<file path="src/rtl/serdes_pkg.sv">
// Constants and state encoding shared by the SERDES link endpoints.
// The OSERDES test top uses TRAINING_WORD_DEF to emit the training pattern.
package serdes_pkg;

    localparam int              DDR_W             = 8;
    localparam logic [DDR_W-1:0] TRAINING_WORD_DEF = 8'hB8;

    typedef enum logic [2:0] {
        ST_IDLE   = 3'd0,
        ST_SETTLE = 3'd1,
        ST_CHECK  = 3'd2,
        ST_SLIP   = 3'd3,
        ST_LOCKED = 3'd4,
        ST_FAIL   = 3'd5
    } state_e;

endpackage

</file>
<file path="src/rtl/iserdes_word_aligner.sv">
// Receive word aligner: issues ISERDESE2 BITSLIP pulses until the training
// word is seen MATCH_COUNT times in a row, then forwards parallel words.
module iserdes_word_aligner
    import serdes_pkg::*;
#(
    parameter logic [DDR_W-1:0] TRAINING_WORD = TRAINING_WORD_DEF,
    parameter int               SETTLE_CYCLES = 3,
    parameter int               MATCH_COUNT   = 16,
    parameter int               MAX_SLIPS     = 8,
    localparam int              SLIP_W        = $clog2(MAX_SLIPS + 1),
    localparam int              SET_W         = $clog2(SETTLE_CYCLES + 1),
    localparam int              MATCH_W       = $clog2(MATCH_COUNT + 1)
) (
    input  logic              clk,
    input  logic              rst,
    input  logic              enable,
    input  logic              realign,
    input  logic [DDR_W-1:0]  din,
    output logic              bitslip,
    output logic              aligned,
    output logic              fail,
    output logic [DDR_W-1:0]  dout,
    output logic              dout_valid,
    output logic [SLIP_W-1:0] slip_count
);

    state_e             state_q, state_d;
    logic [SET_W-1:0]   settle_q, settle_d;
    logic [MATCH_W-1:0] match_q, match_d;
    logic [SLIP_W-1:0]  slip_q, slip_d;
    logic               bitslip_q, bitslip_d;
    logic               aligned_q, aligned_d;
    logic               fail_q, fail_d;
    logic               dv_q, dv_d;
    logic [DDR_W-1:0]   dout_q, dout_d;

    always_ff @(posedge clk or posedge rst) begin
        if (rst) begin
            state_q   <= ST_IDLE;
            settle_q  <= '0;
            match_q   <= '0;
            slip_q    <= '0;
            bitslip_q <= 1'b0;
            aligned_q <= 1'b0;
            fail_q    <= 1'b0;
            dv_q      <= 1'b0;
            dout_q    <= '0;
        end else begin
            state_q   <= state_d;
            settle_q  <= settle_d;
            match_q   <= match_d;
            slip_q    <= slip_d;
            bitslip_q <= bitslip_d;
            aligned_q <= aligned_d;
            fail_q    <= fail_d;
            dv_q      <= dv_d;
            dout_q    <= dout_d;
        end
    end

    always_comb begin
        state_d   = state_q;
        settle_d  = settle_q;
        match_d   = match_q;
        slip_d    = slip_q;
        bitslip_d = 1'b0;
        aligned_d = 1'b0;
        fail_d    = 1'b0;
        dv_d      = 1'b0;
        dout_d    = dout_q;

        if (!enable) begin
            state_d  = ST_IDLE;
            settle_d = '0;
            match_d  = '0;
            slip_d   = '0;
        end else if (realign) begin
            state_d  = ST_SETTLE;
            settle_d = '0;
            match_d  = '0;
            slip_d   = '0;
        end else begin
            case (state_q)
                ST_IDLE: begin
                    state_d  = ST_SETTLE;
                    settle_d = '0;
                end
                ST_SETTLE: begin
                    if (settle_q == SET_W'(SETTLE_CYCLES - 1)) begin
                        state_d = ST_CHECK;
                        match_d = '0;
                    end else begin
                        settle_d = settle_q + SET_W'(1);
                    end
                end
                ST_CHECK: begin
                    if (din == TRAINING_WORD) begin
                        if (match_q == MATCH_W'(MATCH_COUNT - 1)) begin
                            state_d = ST_LOCKED;
                            match_d = MATCH_W'(MATCH_COUNT);
                        end else begin
                            match_d = match_q + MATCH_W'(1);
                        end
                    end else if (slip_q < SLIP_W'(MAX_SLIPS)) begin
                        // Pulse is registered so it is high for exactly the SLIP cycle.
                        state_d   = ST_SLIP;
                        slip_d    = slip_q + SLIP_W'(1);
                        bitslip_d = 1'b1;
                        match_d   = '0;
                    end else begin
                        state_d = ST_FAIL;
                    end
                end
                ST_SLIP: begin
                    state_d  = ST_SETTLE;
                    settle_d = '0;
                end
                ST_LOCKED: ;
                ST_FAIL:   ;
                default:   state_d = ST_IDLE;
            endcase
        end

        aligned_d = (state_d == ST_LOCKED);
        fail_d    = (state_d == ST_FAIL);
        // Only words sampled while already locked are payload; the locking word is not.
        if (state_q == ST_LOCKED && state_d == ST_LOCKED) begin
            dv_d   = 1'b1;
            dout_d = din;
        end
    end

    assign bitslip    = bitslip_q;
    assign aligned    = aligned_q;
    assign fail       = fail_q;
    assign dout       = dout_q;
    assign dout_valid = dv_q;
    assign slip_count = slip_q;

endmodule
</file>
<file path="config.mk">
export PLATFORM = sky130hd
export DESIGN_NAME = iserdes_word_aligner
export DESIGN_NICKNAME = d
export VERILOG_FILES = /design/src/rtl/serdes_pkg.sv /design/src/rtl/iserdes_word_aligner.sv
export SDC_FILE = /design/constraint.sdc
export NUM_CORES = 1
export LEC_CHECK = 0
export ABC_CLOCK_PERIOD_IN_PS = 1700
export CAP_MARGIN = 15
export CORE_MARGIN = 2
export CORE_UTILIZATION = 60
export DETAILED_ROUTE_END_ITERATION = 6
export DONT_BUFFER_PORTS = 1
export GPL_TIMING_DRIVEN = 0
export PLACE_DENSITY = 0.86
export SLEW_MARGIN = 15
export SYNTH_ARGS = -nofsm -noshare
export SYNTH_HDL_FRONTEND = slang
export SYNTH_SLANG_ARGS = --single-unit
</file>
<file path="constraint.sdc">
create_clock -name clk -period 1.7 [get_ports clk]
set_input_delay 0.34 -clock clk [delete_from_list [all_inputs] [get_ports clk]]
set_output_delay 0.34 -clock clk [all_outputs]
set_load 0.01 [all_outputs]
</file>
==> out/results.txt <==
Clk_skew: 0.002235 ns
Die area: 2630 sq um
Avg WL per Cell: 16.42 um
# hold bufs at CTS: 0
Post-synth EDFFs: 0
Slowest CP cell: dfrtp_1
Post-detail-place hpwl: 1780 um
Final Hold Vio Count: 0
Fin. max-slew vios: 0
Ant diodes: 0
Worst skew pair latency: 0.32 ns
Post-Syn Nets: 126
Flops & latches, synth: 26
Mapped Cells: 110
CTS tree: done
Worst R2R Path Depth: 5
Num CTS Buffers: 3
Sw Ratio: 21.47%
Crit path largest cell delay: 0.40 ns
Least-Margin Pin Slew: 0.9652 ns
Worst hold path type: input port to asynchronous set/reset pin
Arrival @ worst endpoint: 1.89 ns
Clk slew on worst S/H paths: 0.13 ns
Clock buffer depth: 2
Final instance area: 1430 sq um
Final Critical Period: 1.617 ns
Top cells by count, synth: dfrtp_1 (26), mux2_2 (6)
Crit. Startpoint: settle_q[0]
Top cell type's share of synthesized area: 48.51%
Relative slew slack: 35.58%
Sequential share of power: 64.2%
Placement Rows: 17
Drc violations: 0
Switching power: 0.0002090 W
CTS Root Cell: clkbuf_4
Synth Flop Type: dfrtp_1
Worst setup path class: register to register
Avg Vias per Cell: 6.056
Maximum clock frequency: 618.3 MHz
Ys async rst share: 100.0%
Crit end category: register
Antenna Nets Post-Route: 0
DR vias: 860
# IOs: 28
Port buffer count: 0
Congestion Overflow GR: 0
Setup Fix Bufs, Post-CTS: 0
Clock power share: 31.5%
Post-placement cell area: 1376 sq um
Layout net count: 131
Comb power frac: 4.3%
Synthesized area per cell: 12.19 sq um
Vias in the first global route: 856
Area Overhead vs Synth: 6.623%
Worst VDD drop: 0.0005747 V
CP required: 1.97 ns
Synth area leaders: dfrtp_1 (49%), mux2_2 (5.0%), ha_1 (3.7%), a21oi_1 (1.9%), nand2b_1 (1.9%)
Setup violators final: 0
All-Layer GR Usage: 19.34%
H-tree depth: 1
RR Startpoint: settle_q[0]
Clock net sink count: 26
Initial DRC Count: 12
Cell Chain, Critical Path: inv_1 > ha_1 > and4bb_2 > a211oi_2 > mux2_4
PD cells: 680.8 nW/um^2
Post-synth top area cell: dfrtp_1
Register area share after synthesis: 48.51%
Count leader, synth: dfrtp_1
Leak: 0.6347 nW
Yosys cell types: 43
Routed WL: 2332 um
Synth warnings: 0
Initial antenna violation count: 0
Total core area: 2170 sq um
Synthesized area: 1341 sq um
GPL Wtd Cong: 0.8971
Starting Density: 61.82%
Crit Path Max Fanout: 5
Outcome: finished, final reports clean
Startpoint Class: register
Cell internal pwr: 0.0007646 W
Max cap viols: 0
Total power: 0.0009736 W
Die height: 51.28 um
First-pass GRT wire length: 3801 um
Largest net degree at the start of global routing: 27
Drt pass-1 iters: 4
Die Wd: 51.28 um
Layout cell share with drive strength beyond 1: 25.44%
Tcrit/Tclk final: 95.14%
Reg2reg setup slack: 0.08 ns
R2R Path End: match_q[0]
## through the flow
stage | cells | util, % | worst slack, ns | hold slack [ns] | setup TNS (ns)
finish | 142 | 65.92 | 0.08258 | 0.1130 | 0
global route | 142 | 65.92 | -0.003017 | 0.1415 | -0.005143
CTS | 142 | 65.11 | 0.05543 | 0.1403 | 0
detailed placement | 138 | 63.44 | 0.07474 | 0.4663 | 0
global placement | 138 | 63.44 | 0.1378 | 0.4607 | 0
floorplan | 110 | - | 0.2046 | 0.3800 | 0
## state kept, by name, indices dropped and copies added, names as in the netlist
signal,cells
state_q,3
dout,8
match_q,5
dout_valid,1
slip_count,4
fail,1
bitslip,1
aligned,1
settle_q,2
## cell usage in the layout (no fill, tap or decap), types with 2 or more instances in the layout
cell,count
nor2b_1,4
dfrtp_1,26
mux2_2,6
a22o_1,2
nor2_1,2
nand3_1,3
ha_1,4
clkbuf_4,3
mux2_1,2
o21ai_0,5
a211oi_2,2
nor3_1,2
nand2b_1,4
inv_1,5
a21oi_1,5
nand3b_1,2
nand2_1,5
xnor2_1,2
a41oi_1,2
a21o_1,2
and2_1,3
## worst max-delay path, delay by kind of cell, from the launching register on
| family | cells | cell delay [ns] |
|---|---|---|
| mux | 1 | 0.22 |
| buf+inv | 1 | 0.05 |
| flops | 1 | 0.40 |
| fa+ha+maj | 1 | 0.24 |
| compound gates | 1 | 0.37 |
| simple gates | 1 | 0.28 |
## cell families (layout without fill, tap and decap cells)
logic type	count (synthesis)	after routing	synth area share, %
mux	9	9	7.835
xor+xnor	2	2	1.306
buf+inv	7	11	2.612
fa+ha+maj	4	4	3.731
compound gates	26	26	16.51
simple gates	36	36	19.50
flops	26	26	48.51
## layout make-up
cell class,instances,area [sq um]
Inverter,5,18.77
Fill cell,164,739.5
Sequential cell,26,650.6
Clock buffer,4,36.28
Tap cell,28,35.03
Multi-Input combinational cell,77,673.1
Buffer,2,16.27
## how the worst max path moves through the flow
stage / end / slack, ns / depth (start not counted)
5_1_grt: fail / -0.003 / 6
3_3_place_gp: aligned / 0.14 / 6
6_report: match_q[0] / 0.08 / 5
4_1_cts: aligned / 0.06 / 6
3_5_place_dp: aligned / 0.07 / 6
2_1_floorplan: match_q[0] / 0.20 / 4
## routing by layer
metal,up-vias,track usage [%],share of wire [%]
li1,410,-,-
met1,417,24.41,44
met2,27,33.77,49
met3,6,2.924,5.0
met4,0,7.018,2.4
met5,-,0,0
## power groups by stage
stage          Combinational (W)  Clock (W)  Sequential (W)
3_3_place_gp           0.0000390          0        0.000637
6_report               0.0000417   0.000307        0.000625
4_1_cts                0.0000415   0.000308        0.000625
3_5_place_dp           0.0000414          0        0.000637
5_1_grt                0.0000471   0.000319        0.000626
2_1_floorplan          0.0000331          0        0.000636
## repair_timing
| item | in CTS | in global routing |
|---|---|---|
| gates resized for setup | 0 | 2 |
| endpoints found under the setup margin | 0 | 2 |
| endpoints found under the hold margin | 0 | 0 |
Power figures use the tool's default switching activity.
